$ cat src/rtl/alu_pkg.sv
// ---------------------------------------------------------------------------
// alu_pkg
// Shared definitions for the ALU / Status / result FIFO pipeline.
//   OPCODE_W        width of the opcode tag travelling with each result
//   FLAG_W          width of the Status flag vector
//   FLAG_N..FLAG_V  bit positions of the individual flags inside Status
//   OP_*            opcode encodings shared with the ALU
// ---------------------------------------------------------------------------
package alu_pkg;

  localparam int OPCODE_W = 3;
  localparam int FLAG_W   = 4;

  localparam int FLAG_N = 3;
  localparam int FLAG_Z = 2;
  localparam int FLAG_C = 1;
  localparam int FLAG_V = 0;

  localparam logic [OPCODE_W-1:0] OP_ADD = 3'b000;
  localparam logic [OPCODE_W-1:0] OP_SUB = 3'b001;
  localparam logic [OPCODE_W-1:0] OP_AND = 3'b010;
  localparam logic [OPCODE_W-1:0] OP_OR  = 3'b011;
  localparam logic [OPCODE_W-1:0] OP_XOR = 3'b100;
  localparam logic [OPCODE_W-1:0] OP_SLT = 3'b101;
  localparam logic [OPCODE_W-1:0] OP_SLL = 3'b110;
  localparam logic [OPCODE_W-1:0] OP_SRL = 3'b111;

endpackage

$ cat src/rtl/fifo_ctrl.sv
// ---------------------------------------------------------------------------
// fifo_ctrl
// Pointer and occupancy bookkeeping for a circular FIFO of DEPTH entries.
// Ports:
//   Clock, Resetn   rising-edge clock, asynchronous active-low reset
//   in_valid        producer offers an entry
//   out_ready       consumer wants the head entry
//   push, pop       qualified handshakes (accepted this cycle)
//   wr_ptr, rd_ptr  storage slot to write / current head slot
//   count           occupancy 0..DEPTH
//   full, empty     derived from the registered count
// ---------------------------------------------------------------------------
module fifo_ctrl
  import alu_pkg::*;
#(
  parameter int DEPTH = 4
) (
  input  logic                       Clock,
  input  logic                       Resetn,
  input  logic                       in_valid,
  input  logic                       out_ready,
  output logic                       push,
  output logic                       pop,
  output logic [$clog2(DEPTH)-1:0]   wr_ptr,
  output logic [$clog2(DEPTH)-1:0]   rd_ptr,
  output logic [$clog2(DEPTH):0]     count,
  output logic                       full,
  output logic                       empty
);

  localparam int PTR_W = $clog2(DEPTH);
  localparam int OCC_W = PTR_W + 1;
  localparam logic [OCC_W-1:0] DEPTH_C = OCC_W'(DEPTH);

  // Full/empty come only from registered count, so the ready signal seen by
  // the producer never depends combinationally on the consumer.
  assign full  = (count == DEPTH_C);
  assign empty = (count == '0);
  assign push  = in_valid  & ~full;
  assign pop   = out_ready & ~empty;

  // Pointers wrap naturally because DEPTH is a power of two. Count moves
  // only when exactly one of push/pop happens.
  always_ff @(posedge Clock or negedge Resetn) begin
    if (!Resetn) begin
      wr_ptr <= '0;
      rd_ptr <= '0;
      count  <= '0;
    end else begin
      if (push) wr_ptr <= wr_ptr + PTR_W'(1);
      if (pop)  rd_ptr <= rd_ptr + PTR_W'(1);
      if (push && !pop)      count <= count + OCC_W'(1);
      else if (pop && !push) count <= count - OCC_W'(1);
    end
  end

endmodule

$ cat src/rtl/alu_result_fifo.sv
// ---------------------------------------------------------------------------
// alu_result_fifo
// Captures finished ALU results (value, flags, opcode) into a small
// show-ahead circular FIFO and drains them over a valid/ready handshake.
// Also keeps a sticky OR of all accepted flags and a saturating count of
// accepted results for debug.
// Ports:
//   Clock, Resetn                 clock, asynchronous active-low reset
//   InValid/InReady               producer handshake
//   FinalOut, Status, OPCode      entry being offered
//   OutValid/OutReady             consumer handshake
//   OutData, OutStatus, OutOPCode head entry (zero while empty)
//   Count, Full, Empty            occupancy
//   StickyFlags, ClearSticky      accumulated flags and their clear
//   ResultCnt                     accepted pushes since reset (saturating)
// ---------------------------------------------------------------------------
module alu_result_fifo
  import alu_pkg::*;
#(
  parameter int DEPTH  = 4,
  parameter int DATA_W = 32,
  parameter int FLAG_W = 4,
  parameter int CNT_W  = 16
) (
  input  logic                      Clock,
  input  logic                      Resetn,
  input  logic                      InValid,
  output logic                      InReady,
  input  logic [DATA_W-1:0]         FinalOut,
  input  logic [FLAG_W-1:0]         Status,
  input  logic [OPCODE_W-1:0]       OPCode,
  output logic                      OutValid,
  input  logic                      OutReady,
  output logic [DATA_W-1:0]         OutData,
  output logic [FLAG_W-1:0]         OutStatus,
  output logic [OPCODE_W-1:0]       OutOPCode,
  output logic [$clog2(DEPTH):0]    Count,
  output logic                      Full,
  output logic                      Empty,
  output logic [FLAG_W-1:0]         StickyFlags,
  input  logic                      ClearSticky,
  output logic [CNT_W-1:0]          ResultCnt
);

  localparam int PTR_W = $clog2(DEPTH);

  typedef struct packed {
    logic [DATA_W-1:0]   data;
    logic [FLAG_W-1:0]   flags;
    logic [OPCODE_W-1:0] op;
  } entry_t;

  entry_t             mem [DEPTH];
  entry_t             head;
  logic               push;
  logic               pop;
  logic [PTR_W-1:0]   wr_ptr;
  logic [PTR_W-1:0]   rd_ptr;

  fifo_ctrl #(
    .DEPTH (DEPTH)
  ) u_ctrl (
    .Clock     (Clock),
    .Resetn    (Resetn),
    .in_valid  (InValid),
    .out_ready (OutReady),
    .push      (push),
    .pop       (pop),
    .wr_ptr    (wr_ptr),
    .rd_ptr    (rd_ptr),
    .count     (Count),
    .full      (Full),
    .empty     (Empty)
  );

  assign InReady  = ~Full;
  assign OutValid = ~Empty;

  // Storage is not reset; stale contents are hidden by gating the head
  // outputs while empty, which also makes them drop to zero the instant
  // reset clears the count.
  always_ff @(posedge Clock) begin
    if (push) mem[wr_ptr] <= '{data: FinalOut, flags: Status, op: OPCode};
  end

  assign head      = Empty ? '0 : mem[rd_ptr];
  assign OutData   = head.data;
  assign OutStatus = head.flags;
  assign OutOPCode = head.op;

  // A push coinciding with a clear restarts the history from that entry's
  // flags instead of losing them.
  always_ff @(posedge Clock or negedge Resetn) begin
    if (!Resetn) begin
      StickyFlags <= '0;
    end else if (ClearSticky && push) begin
      StickyFlags <= Status;
    end else if (ClearSticky) begin
      StickyFlags <= '0;
    end else if (push) begin
      StickyFlags <= StickyFlags | Status;
    end
  end

  // Accepted-result counter holds at all-ones rather than wrapping.
  always_ff @(posedge Clock or negedge Resetn) begin
    if (!Resetn) begin
      ResultCnt <= '0;
    end else if (push && (ResultCnt != '1)) begin
      ResultCnt <= ResultCnt + CNT_W'(1);
    end
  end

endmodule

$ cat config.mk
export PLATFORM = sky130hd
export DESIGN_NAME = alu_result_fifo
export DESIGN_NICKNAME = d
export VERILOG_FILES = /design/src/rtl/alu_pkg.sv /design/src/rtl/fifo_ctrl.sv /design/src/rtl/alu_result_fifo.sv
export SDC_FILE = /design/constraint.sdc
export NUM_CORES = 1
export LEC_CHECK = 0
export BUFFER_PORTS_ARGS = -buffer_cell sky130_fd_sc_hd__buf_2
export CORE_MARGIN = 4
export CORE_UTILIZATION = 49
export CTS_CLUSTER_DIAMETER = 200
export CTS_CLUSTER_SIZE = 24
export DETAILED_ROUTE_END_ITERATION = 8
export HOLD_SLACK_MARGIN = 0.08
export PLACE_DENSITY = 0.66
export SLEW_MARGIN = 10
export SYNTH_ARGS = -nofsm -noshare
export SYNTH_HDL_FRONTEND = slang
export SYNTH_SLANG_ARGS = --single-unit
$ cat constraint.sdc
create_clock -name Clock -period 2.9 [get_ports Clock]
set_clock_uncertainty 0.2 [all_clocks]
set_input_delay 0.145 -clock Clock [delete_from_list [all_inputs] [get_ports Clock]]
set_output_delay 0.145 -clock Clock [all_outputs]
set_load 0.05 [all_outputs]
==> results.yml <==
yosys:
  ys_async_sr_fraction_pct: 14.8
  synth_top_area_share_pct: 64.0
  syn-cell-area_sq_um: 7320
  ys_ff_latch: 183
  synth_nets: 424
  syn_area_per_cell_sq_um: 19.6
  synthTopCellsByCount: "edfxtp_1 (156), and2_1 (39), mux4_2 (39)"
  synth_edf_count: 156
  synth_top_area_cell: "edfxtp_1"
  synth_cells: 373
  ys_top_cells_by_area: "edfxtp_1 (64%), mux4_2 (12%), dfrtp_1 (9.2%)"
  synth_warnings: 0
  yosys.cell_count.top_type: "edfxtp_1"
  ys_types: 38
  synth-main-ff-cell: "edfxtp_1"
  ys_seq_area_share_pct: 73.3
floorplanning:
  die_w_microns: 130
  floorplan.initialDensity_pct: 50.1
  num_rows: 44
  die-area_sq_um: 16900
  core-area_sq_um: 14600
  die_h_microns: 130
  ios: 110
sta:
  drv_slew: 0
  max_freq_mhz: 398
  period_share_pct: 86.5
  setup_violations: 0
  relSlewSlack_pct: 25.9
  finalHoldViolCount: 0
  rsz0062_at_grt: "no"
  hold_ws_ns: 0.283
  post-route-min-period_ns: 2.51
  fin_setup_tns_ns: 0
  tightest_slew_ns: 1.11
clocking:
  worst_skew_pair.late_latency_ns: 0.42
  numCtsBuffers: 17
  root_buffer: "clkbuf_16"
  postCtsSetupRepairBufs: 0
  htreeDepth: 4
  tritoncts: "yes"
  cts.sinks: 183
  clkTransAtPathRegs_ns: 0.06
  cts_max_path_buffers: 2
route:
  wire_per_inst_microns: 18.6
  vias: 3888
  dr.first_iter.drc_count: 180
  drt-total-wl_microns: 13600
  drc_errors: 0
  ant_nets: 0
  firstDrtPassIters: 4
  avgViaCountPerCell: 5.31
cells_and_area:
  seqCellArea_sq_um: 5360
  fillers: 1058
  layout.nets: 586
  area_delta_synth_final_pct: 24.1
  antennaDiodeCount: 0
  layout-drive-gt1-share_pct: 37.4
  design_area_sq_um: 9080
  multiInputGateArea_sq_um: 1830
global_route:
  grt_max_degree: 43
  grt_antenna_before_repair: 0
  grt_pass1_wl_microns: 21300
  grt_pass1_vias: 4095
  grt_usage_pct: 17.1
  grt_overflow: 0
hold_path:
  holdCritPathClass: "input pin to register"
power:
  p_per_area_nw_per_um2: 1140
  leakagePower_nw: 3.45
  ir_drop_v: 0.000870
worst_setup_path:
  r2r-end: "u_ctrl.count[1]"
  start_kind: "register"
  crit_arrival_ns: 2.61
  r2r_cells: 7
  r2r-start: "u_ctrl.count[1]"
  end_kind: "register"
  crit_start: "u_ctrl.count[1]"
  cp_max_fo: 11
  ff2ff_setup_slack_ns: 0.39
  crit_type: "register to register"
  critPathRequiredTime_ns: 3.00
  crit_path_end: "u_ctrl.count[1]"
run:
  drv_cap: 0
place:
  post_dp_cell_area_sq_um: 8060
  place.port_buffers: 109
  place_congestion: 0.823
  hpwlAfterDp_microns: 8140
outcome:
  status: "finished, final reports clean"
cell usage in the layout (no fill, tap or decap), types with 2 or more instances in the layout:
cell type	synthesis	routed
nor3_2	6	6
clkbuf_1	6	4
and4_1	2	2
clkbuf_8	0	2
inv_1	9	9
nor2_1	2	2
edfxtp_1	156	156
and2_1	39	39
buf_4	0	3
and3_1	2	2
nand3_1	6	6
nor4_1	2	2
o21ai_0	4	4
ha_1	6	6
xnor2_1	4	4
nor3b_2	2	2
dlygate4sd3_1	0	46
clkinv_2	0	5
nand2_1	10	10
clkbuf_16	0	19
buf_2	5	109
and3_2	4	4
o21ai_1	3	3
mux4_2	39	39
dfrtp_2	0	2
nand4_1	3	3
xor2_1	16	16
dfrtp_1	27	25
clkinvlp_4	0	2
buf_12	0	2
layout make-up:
cell class,count,area share (%)
clock buffers,25,5.70
inverters,10,0.413
well taps,184,2.53
clock inverters,7,0.441
repair buffers,160,11.8
flip-flops and latches,183,59.0
multi-input cells,163,20.1
sequential cells by signal (all words and copies together), names as in the netlist:
| signal | flops |
|---|---|
| u_ctrl.rd_ptr | 2 |
| StickyFlags | 4 |
| ResultCnt | 16 |
| u_ctrl.wr_ptr | 2 |
| mem | 156 |
| u_ctrl.count | 3 |
metrics by stage:
stage,setup WS [ns],power [mW],cells,utilization [%]
final,0.391,10.3,732,62.3
after CTS,0.376,10.5,732,62.3
after floorplan,0.140,7.19,373,-
after global routing,0.291,10.8,732,62.3
after detailed placement,0.397,8.28,654,55.3
after global placement,0.463,8.21,654,55.3
report_power, final:
part | switching (mW) | total (mW) | leakage [nW] | internal (mW)
Clock | 0.887 | 2.12 | 0.273 | 1.24
Sequential | 0.239 | 3.70 | 1.77 | 3.46
Combinational | 3.08 | 4.49 | 1.40 | 1.41
kinds of logic (layout without fill, tap and decap cells):
kind of cell    count (synthesis)  count (layout)  share of synthesized area, %
simple gates                   88              88                          8.41
mux                            41              41                          12.4
buf+inv                        27             202                          1.78
flops                         183             183                          73.3
xor+xnor                       20              20                          2.39
fa+ha+maj                       7               7                          1.30
compound gates                  7               7                         0.479
per-layer routing:
| metal | track usage (%) | up-vias | share of wire [%] |
|---|---|---|---|
| li1 | - | 1773 | - |
| met1 | 21.6 | 1993 | 40 |
| met2 | 29.0 | 106 | 53 |
| met3 | 4.46 | 16 | 5.7 |
| met4 | 5.93 | 0 | 1.5 |
| met5 | 0 | - | 0 |
critical path, cell delays in order, from the launching register on:
cell	delay, ns
dfrtp_1	0.44
or3b_1	0.46
nand2_4	0.20
inv_2	0.12
ha_1	0.24
inv_1	0.07
fa_1	0.40
mux2_2	0.27
repair_timing:
action / 4_1_cts / 5_1_grt
gates resized for setup: 0 / 0
hold endpoints to repair: 199 / 0
endpoints found under the setup margin: 0 / 0
hold buffers: 46 / 0
how the worst min path moves through the flow:
stage | startpoint | cells after the start | endpoint | slack [ns]
after global routing | FinalOut[4] | 2 | mem[1][11] | 0.27
after global placement | Resetn | 1 | ResultCnt[15] | -0.009
after floorplan | Resetn | 0 | ResultCnt[0] | -0.35
final | OPCode[2] | 2 | mem[2][2] | 0.28
after CTS | FinalOut[18] | 2 | mem[0][25] | 0.26
after detailed placement | Resetn | 1 | ResultCnt[15] | -0.005
Note: power is estimated with default switching activity, not from simulation.
